### config.mk
export PLATFORM = sky130hd
export DESIGN_NAME = rr_stream_arbiter
export DESIGN_NICKNAME = d
export VERILOG_FILES = /design/src/rtl/rr_stream_arbiter.sv
export SDC_FILE = /design/constraint.sdc
export NUM_CORES = 1
export LEC_CHECK = 0
export ABC_AREA = 1
export CAP_MARGIN = 5
export CELL_PAD_IN_SITES_DETAIL_PLACEMENT = 1
export CELL_PAD_IN_SITES_GLOBAL_PLACEMENT = 1
export CORE_ASPECT_RATIO = 1.75
export CORE_UTILIZATION = 30
export DETAILED_ROUTE_END_ITERATION = 8
export PLACE_DENSITY_LB_ADDON = 0.1
export REMOVE_ABC_BUFFERS = 1
export SYNTH_ARGS = -nofsm -noshare
export SYNTH_HDL_FRONTEND = slang
export SYNTH_SLANG_ARGS = --single-unit
### constraint.sdc
create_clock -name clk -period 3 [get_ports clk]
set_input_delay 0.6 -clock clk [delete_from_list [all_inputs] [get_ports clk]]
set_output_delay 0.6 -clock clk [all_outputs]
set_load 0.05 [all_outputs]
### src/rtl/rr_stream_arbiter.sv
// Round-robin arbiter for valid/ready request streams with burst ownership.
// The grant vector is meant to drive the select input of a downstream AND-OR data mux.
module rr_stream_arbiter #(
    parameter int INPUTS = 4,
    parameter int IW     = (INPUTS > 1) ? $clog2(INPUTS) : 1
) (
    input  logic              clk,
    input  logic              rst,
    input  logic [INPUTS-1:0] req_valid,
    input  logic [INPUTS-1:0] req_last,
    output logic [INPUTS-1:0] req_ready,
    output logic [INPUTS-1:0] grant,
    output logic [IW-1:0]     grant_idx,
    output logic              out_valid,
    output logic              out_last,
    input  logic              out_ready
);

    localparam logic [0:0] IDLE = 1'b0;
    localparam logic [0:0] BUSY = 1'b1;

    logic [0:0]    fsm_q, fsm_d;
    logic [IW-1:0] ptr_q, ptr_d;
    logic [IW-1:0] owner_q, owner_d;
    logic [IW-1:0] pick;
    logic          any_valid;
    logic          xfer;

    function automatic logic [IW-1:0] wrap_inc(input logic [IW-1:0] i);
        if (int'(i) >= INPUTS - 1) begin
            return '0;
        end
        return i + 1'b1;
    endfunction

    // Scan from the highest index down so the last hit is the first in rotated order.
    always_comb begin
        logic [IW-1:0] cand;
        pick      = '0;
        any_valid = 1'b0;
        cand      = '0;
        for (int k = INPUTS - 1; k >= 0; k--) begin
            cand = IW'((int'(ptr_q) + k) % INPUTS);
            if (req_valid[cand]) begin
                pick      = cand;
                any_valid = 1'b1;
            end
        end
    end

    always_comb begin
        grant = '0;
        if (!rst) begin
            if (fsm_q == BUSY) begin
                grant[owner_q] = 1'b1;
            end else if (any_valid) begin
                grant[pick] = 1'b1;
            end
        end
    end

    always_comb begin
        grant_idx = '0;
        for (int i = 0; i < INPUTS; i++) begin
            if (grant[i]) begin
                grant_idx = grant_idx | IW'(i);
            end
        end
    end

    assign out_valid = |(grant & req_valid);
    assign out_last  = |(grant & req_last);
    assign req_ready = grant & {INPUTS{out_ready}};
    assign xfer      = out_valid & out_ready;

    // A stalled or non-final beat locks the grant until the last beat moves.
    always_comb begin
        fsm_d   = fsm_q;
        ptr_d   = ptr_q;
        owner_d = owner_q;
        if (fsm_q == IDLE) begin
            if (xfer && out_last) begin
                ptr_d = wrap_inc(pick);
            end else if (out_valid) begin
                fsm_d   = BUSY;
                owner_d = pick;
            end
        end else if (xfer && out_last) begin
            fsm_d = IDLE;
            ptr_d = wrap_inc(owner_q);
        end
    end

    always_ff @(posedge clk) begin
        if (rst) begin
            fsm_q   <= IDLE;
            ptr_q   <= '0;
            owner_q <= '0;
        end else begin
            fsm_q   <= fsm_d;
            ptr_q   <= ptr_d;
            owner_q <= owner_d;
        end
    end

endmodule

==> metrics.txt, run 1 <==
pin count of the biggest net entering global routing 13; synthesized area 781 um^2; PortBufs 22; number of synthesized register bits 5; ys flop type dfxtp_1; post-synth top area cell nand2_1; CTS root buf clkbuf_8; H-Tree Level Count 1; clock sinks 5; Cells after Synth 134; mean area per synthesized cell 5.83 um^2; commonest cells in the netlist 40 x nand2_1, 20 x nor2_1, 15 x inv_1, 15 x nand3_1, 8 x ha_1; number of synthesized flops with an enable pin 0; initial antenna violation count 0; GRT repair_timing worst endpoint out_last; row cnt 24; IO Count 23; DP HPWL 2.27 mm; Halt Stage 5_1_grt; CTS buffer count 3; post-synth top area share 19.2%; gpl congestion 0.836; worst endpoint pin kind primary output; Seq/Total Area, Yosys 12.8%; Tool Error [ERROR DPL-0033] detailed placement checks failed during check placement.; Starting Density between 30% and 40%; outcome did not finish; Yosys cell types 21; YS warnings 0; Synth async-reset ratio 0%; most frequent cell after synthesis nand2_1; die height 69.5 um; Max Root-Sink Buffers 2; Die W 40.6 um; main area contributors after synthesis nand2_1 19%, dfxtp_1 13%, ha_1 13%, nand3_1 9.6%, nor2_1 9.6%
-- stage by stage --
stage / util (%) / instance area (um^2) / setup TNS [ps] / worst slack (ps) / instances
floorplan: - / 753 / -177 / -142 / 131
global placement: 51.1 / 1270 / -5380 / -441 / 197
detailed placement: 51.1 / 1270 / -8070 / -616 / 197
CTS: 64.8 / 1610 / 0 / 4.40 / 228
-- logic make-up after synthesis --
| group | synth area share (%) |
|---|---|
| AO/OA/AOI/OAI | 4.97 |
| AND/OR/NAND/NOR | 55.0 |
| buffers and inverters | 13.3 |
| flip-flops | 12.8 |
| adder cells (fa/ha/maj) | 12.8 |
| XOR/XNOR | 1.12 |
-- timing repair --
action / in CTS
hold buffers: 0
setup buffers: 28
endpoints found under the setup margin: 17
gates resized for setup: 58
pin swaps: 22
==> run 2: changes to the inputs <==
--- a/config.mk
+++ b/config.mk
@@ -7,12 +7,9 @@
 export LEC_CHECK = 0
 export ABC_AREA = 1
 export CAP_MARGIN = 5
-export CELL_PAD_IN_SITES_DETAIL_PLACEMENT = 1
-export CELL_PAD_IN_SITES_GLOBAL_PLACEMENT = 1
-export CORE_ASPECT_RATIO = 1.75
-export CORE_UTILIZATION = 30
+export CORE_UTILIZATION = 20
 export DETAILED_ROUTE_END_ITERATION = 8
-export PLACE_DENSITY_LB_ADDON = 0.1
+export PLACE_DENSITY_LB_ADDON = 0.15
 export REMOVE_ABC_BUFFERS = 1
 export SYNTH_ARGS = -nofsm -noshare
 export SYNTH_HDL_FRONTEND = slang
==> run 2 against run 1 <==
  * The flow now finishes without violations
  * Area after synthesis is the same
  * Synthesized cell count unchanged
==> metrics.txt, run 2 <==
YS warnings 0 (unchanged); global route overflow 0; ys flop type dfxtp_1; slowest stage delay, CP 170 ps; Iteration-0 DRC Markers 24; CORE AREA 3720 um^2; Die W 64.5 um (+59%); CTS buffer count 3 (unchanged); mean area per synthesized cell 5.83 um^2 (unchanged); number of synthesized register bits 5 (unchanged); Worst-Margin Slew 454 ps; final non-filler cell total roughly 230; initial antenna violation count 0; Worst Path Arrival about 2300 ps; most frequent cells in the layout 22 x nand2_1, 22 x buf_4, 17 x nand2_2, 13 x buf_12, 12 x nor2_1; gpl congestion 0.771 (-7.8%); Seq/Total Area, Yosys 12.8% (unchanged); fin crit period 2890 ps; hold path depth 2; most frequent cell after synthesis nand2_1; Clock Skew 1.70 ps; Starting Density 21.0% (-10 points); vias in the first global route 839; antenna cells 0; crit end category primary output; CTS tree yes; Buf+Inv Stages, Crit Path 5; Critical R2R Launch ptr_q[0]; Worst Hold Launch owner_q[1]; maximum fanout along the worst path 3; DP HPWL 1.82 mm (-20%); critical-path cell list buf_6, buf_6, nand2_4, nand2_4, nor2_4, nor2_2, nand3_2, and2_4, buf_6, ha_1, o21ai_2, nor2_2, nand3_1, nand2_2, inv_2, nand2_4, buf_12; Setup CP Type primary input to primary output; largest registers owner_q x2, ptr_q x2, fsm_q x1; Worst VDD drop 0.444 mV; post-synth top area cell nand2_1; Synth async-reset ratio 0% (unchanged); number of synthesized flops with an enable pin 0 (unchanged); routed wire length 2.40 mm; Reg clk slew, reported paths around 30 ps; Worst Setup Start Kind primary input; Routed wire per std cell approximately 10 um; GR Util All Layers 11.5%; IO Count 23 (unchanged); Critical Path RT 2400 ps; TritonRoute pass-1 iters 4; synthesized area 781 um^2 (unchanged); leakage ~0.77 nW; layout cell share with drive strength beyond 1 60.2%; Min-Delay Path Class register to register; H-Tree Level Count 1 (unchanged); main area contributors after synthesis nand2_1 19%, dfxtp_1 13%, ha_1 13%, nand3_1 9.6%, nor2_1 9.6%; Hold Fails Final Rpt 0; first-pass GRT wire length 3.84 mm; RSZ-0062 raised after global routing true; pins over their slew limit 0; reg2reg path depth 22; PD cells around 1100 nW/um^2; drt drc 0; post-synth top area share 19.2% (unchanged); CP max-delay cell and2_4; dpl cells 219 (+11%); Max Root-Sink Buffers 2 (unchanged); number of vias per cell slightly above 4; Cells after Synth 134 (unchanged); capture point of the worst reg-to-reg path owner_q[0]; Final ANT Viol Nets 0; CTS root buf clkbuf_8; die height 64.5 um (-7.2%); P&R area growth vs syn 105%; outcome finished, final reports clean; clock sinks 5 (unchanged); Yosys cell types 21 (unchanged); Max Cap Violations 0; post-route clock period utilization 96.3%; routed via count 930; pin count of the biggest net entering global routing 13; row cnt 22 (-8.3%); FF-to-FF setup slack 520 ps; Max Fclk 346 MHz; commonest cells in the netlist 40 x nand2_1, 20 x nor2_1, 15 x inv_1, 15 x nand3_1, 8 x ha_1; Hold Crit Endpoint owner_q[1]; Slew HR a little over two thirds; Final setup violation count 0; delay-heaviest family, CP simple AND/OR/NAND/NOR gates; Total Die Area 4160 um^2; setup TNS 0 ps; nets 201; PortBufs 22 (unchanged); Clock Latency Late Sink between 200 and 250 ps
==> run 2: cell families (layout without fill, tap and decap cells) <==
logic type | Yosys count | count (layout) | synth area share, %
flip-flops | 5 | 5 | 12.8
XOR/XNOR | 1 | 1 | 1.12
AND/OR/NAND/NOR | 91 | 91 | 55.0
adder cells (fa/ha/maj) | 8 | 8 | 12.8
buffers and inverters | 22 | 69 | 13.3
AO/OA/AOI/OAI | 7 | 7 | 4.97
==> run 2: report_power, final <==
group          internal [mW]  leakage [nW]  total [mW]  switching (mW)
sequential            0.0915        0.0419       0.136          0.0444
combinational          0.655         0.707        1.43           0.776
clock                 0.0910        0.0228       0.122          0.0307
==> run 2: how the worst max path moves through the flow <==
stage,from,endpoint,slack [ps],cells past startpoint
4_1_cts,ptr_q[0],out_valid,30,19
3_3_place_gp,req_valid[1],req_ready[3],-490,17
3_5_place_dp,req_valid[1],req_ready[3],-480,17
5_1_grt,ptr_q[0],out_valid,-40,19
2_1_floorplan,req_valid[1],req_ready[3],-140,14
6_report,req_valid[3],out_valid,110,17
==> run 2: metal layers <==
layer	wire length, um	global-route usage [%]	part of all wire [%]	up-vias
met3	66	2.99	2.7	0
met1	1210	16.5	50	413
met2	1120	18.3	47	8
met5	0	0	0	-
li1	-	-	-	509
met4	0	0	0	0
==> run 2: worst register-to-register path: cells and delay by family (launching register included) <==
kind / cells / cell delay [ps]
buffers and inverters: 4 / 420
AND/OR/NAND/NOR: 16 / 1400
flip-flops: 1 / 330
adder cells (fa/ha/maj): 1 / 160
AO/OA/AOI/OAI: 1 / 60
==> run 2: timing repair <==
item	4_1_cts	5_1_grt
hold buffers	0	0
endpoints found under the setup margin	16	12
gates resized for setup	39	48
setup buffers	3	3
pin swaps	17	16
==> run 2: metrics by stage <==
step / worst slack (ps) / cell area [um^2] / total power, mW / utilization [%] / hold slack (ps)
CTS: 31.3 / 1420 / 1.54 / 38.1 / 553
global placement: -490 / 1300 / 1.35 / 35.0 / 530
detailed placement: -480 / 1300 / 1.34 / 35.0 / 547
global route: -42.3 / 1600 / 1.81 / 43.2 / 578
finish: 112 / 1600 / 1.69 / 43.2 / 546
floorplan: -142 / 753 / 0.780 / - / 503
==> run 2: cell type report <==
cell class              count  area (um^2)
repair buffers             46          536
well taps                  48         60.1
inverters                  19         86.3
fillers                   384         2110
clock buffers               4         45.0
flip-flops and latches      5          103
multi-input cells         107          774
No activity file was read; power rests on OpenSTA's default activity.
==> run 3: changes to the inputs <==
--- a/config.mk
+++ b/config.mk
@@ -7,8 +7,9 @@
 export LEC_CHECK = 0
 export ABC_AREA = 1
 export CAP_MARGIN = 5
-export CORE_UTILIZATION = 20
+export CORE_AREA = 2 2 63 65
 export DETAILED_ROUTE_END_ITERATION = 8
+export DIE_AREA = 0 0 65 67
 export PLACE_DENSITY_LB_ADDON = 0.15
 export REMOVE_ABC_BUFFERS = 1
 export SYNTH_ARGS = -nofsm -noshare
==> run 3 against run 2 <==
  * Global-route usage rose by 1.0 points
  * Die area rose by 4.7%
  * Cell area rose by 11%
  * Clock skew fell by 1.5 ps
  * Hold slack got worse by 11 ps
  * Sequential share of layout area fell by 0.48 points
  * Via count rose by 9.8%
  * Sequential cell count did not move
  * Total power rose by 6.1%
  * Critical path type unchanged
  * Largest power group unchanged
==> metrics.txt, run 3 (synthesized netlist as in run 2, its figures left out) <==
outcome finished, final reports clean; Reg clk slew, reported paths 40 ps (about the same); setup TNS 0 ps (unchanged); H-Tree Level Count 1 (unchanged); Iteration-0 DRC Markers 24 (unchanged); PD cells 1010 nW/um^2 (-4.2%); CTS root buf clkbuf_8; nets 218 (+8.5%); initial antenna violation count 0 (unchanged); IO Count 23 (unchanged); TritonRoute pass-1 iters 4 (unchanged); RSZ-0062 raised after global routing true; critical-path cell list buf_6, buf_6, nand2_4, nand2_4, nand2_4, nand3_4, nand2_2, nand2_2, and2_4, inv_4, ha_4, nor2_4, nor3_2, buf_4, nand3_2, nand2_2, inv_2, nand2_4, buf_12; most frequent cells in the layout 41 x buf_4, 17 x nand2_2, 16 x nand2_1, 15 x nand2_4, 12 x buf_12; CTS buffer count 3 (unchanged); gpl congestion 0.783 (+1.5%); P&R area growth vs syn 128%; first-pass GRT wire length 4.20 mm (+9.3%); Critical Path RT 2400 ps (about the same); Clock Latency Late Sink 220 ps (about the same); clock sinks 5 (unchanged); crit end category primary output; Worst Path Arrival 2350 ps (+60 ps); post-route clock period utilization 98.4% (+2.2 points); largest registers owner_q x2, ptr_q x2, fsm_q x1; vias in the first global route 945 (+13%); Final ANT Viol Nets 0 (unchanged); Hold Fails Final Rpt 0 (unchanged); leakage 0.866 nW (+12%); routed via count 1021 (+9.8%); DP HPWL 1.86 mm (+1.7%); Final setup violation count 0 (unchanged); DP Worst Slack -524 ps (-44.1 ps); most common cell after layout, fill and taps aside buf_4; Max Fclk 339 MHz (-2.2%); row cnt 22 (unchanged); CTS tree yes; Min-Delay Path Class register to register; Worst-Margin Slew 402 ps (-51.8 ps); die height 67 um (+3.9%); number of vias per cell 4.15 (+2.2%); Buf+Inv Stages, Crit Path 6 (+1); delay-heaviest family, CP simple AND/OR/NAND/NOR gates; Slew HR 73.2% (+3.5 points); Post-CTS Hold Fix Bufs 0 (unchanged); final worst slack 46.7 ps (-65.2 ps); fill cell total of the finished layout 367 (-4.4%); PortBufs 22 (unchanged); layout cell share with drive strength beyond 1 67.2% (+7.0 points); maximum fanout along the worst path 4 (+1); Max Root-Sink Buffers 2 (unchanged); global route overflow 0 (unchanged); Clock Skew 0.194 ps (-1.51 ps); Max Cap Violations 0 (unchanged); fin crit period 2950 ps (+65.2 ps); pins over their slew limit 0 (unchanged); Worst VDD drop 0.379 mV (-15%); Die W 65 um (+0.81%); drt drc 0 (unchanged); Total Die Area 4360 um^2 (+4.7%); Worst Setup Start Kind primary input; Setup CP Type primary input to primary output; antenna cells 0 (unchanged); most frequent CP cell nand2_4; routed wire length 2.79 mm (+16%); Routed wire per std cell 11.3 um (+7.9%); pin count of the biggest net entering global routing 13 (unchanged); hold slack 535 ps (-10.8 ps); CP max-delay cell nor3_2; Starting Density 21.7% (+0.64 points); CORE AREA 3610 um^2 (-3.0%); GR Util All Layers 12.5% (+1.0 points); slowest stage delay, CP 170 ps (about the same)
-- run 3: timing repair --
action | 4_1_cts | 5_1_grt
endpoints found under the hold margin | 0 | 0
gates cloned | 0 | 0
setup buffers | 17 | 6
resized for setup | 49 | 54
pin swaps | 19 | 34
setup endpoints to repair | 17 | 13
-- run 3: worst paths after layout --
path / end / cells past startpoint / from / slack (ps)
max reg2reg: ptr_q[0] / 24 / ptr_q[0] / 120
min: owner_q[0] / 2 / owner_q[0] / 530
max: out_valid / 19 / req_valid[3] / 50
min reg2reg: owner_q[0] / 2 / owner_q[0] / 530
-- run 3: through the flow --
stage	std cells	util (%)	area [um^2]	power, mW
after detailed placement	221	36.5	1320	1.36
after global routing	246	49.3	1780	1.91
after global placement	221	36.5	1320	1.35
final	246	49.3	1780	1.79
after CTS	242	43.4	1570	1.64
after floorplan	131	-	753	0.780
-- run 3: tightest hold or removal path: stages (launching register included) --
cell	delay, ps
dfxtp_1	330
a21oi_1	110
nor2_1	50
-- run 3: final cells by class --
cell class,count,area (um^2),area share [%]
inverter,19,81.3,4.58
timing repair buffer,63,653,36.8
tap,48,60.1,3.38
sequential,5,105,5.92
multi-input combinational,107,832,46.8
clock buffer,4,45.0,2.54
-- run 3: where the power goes --
group / switching (mW) / internal [mW] / total [mW]
Sequential: 0.0561 / 0.0923 / 0.148
Combinational: 0.798 / 0.722 / 1.52
Clock: 0.0331 / 0.0912 / 0.124
-- run 3: per-layer routing --
metal	vias to the layer above	GRT usage, %	wire length, um
li1	542	-	-
met1	465	15.4	1200
met2	14	22.8	1520
met3	0	2.70	69
met4	0	1.60	0
met5	-	0	0
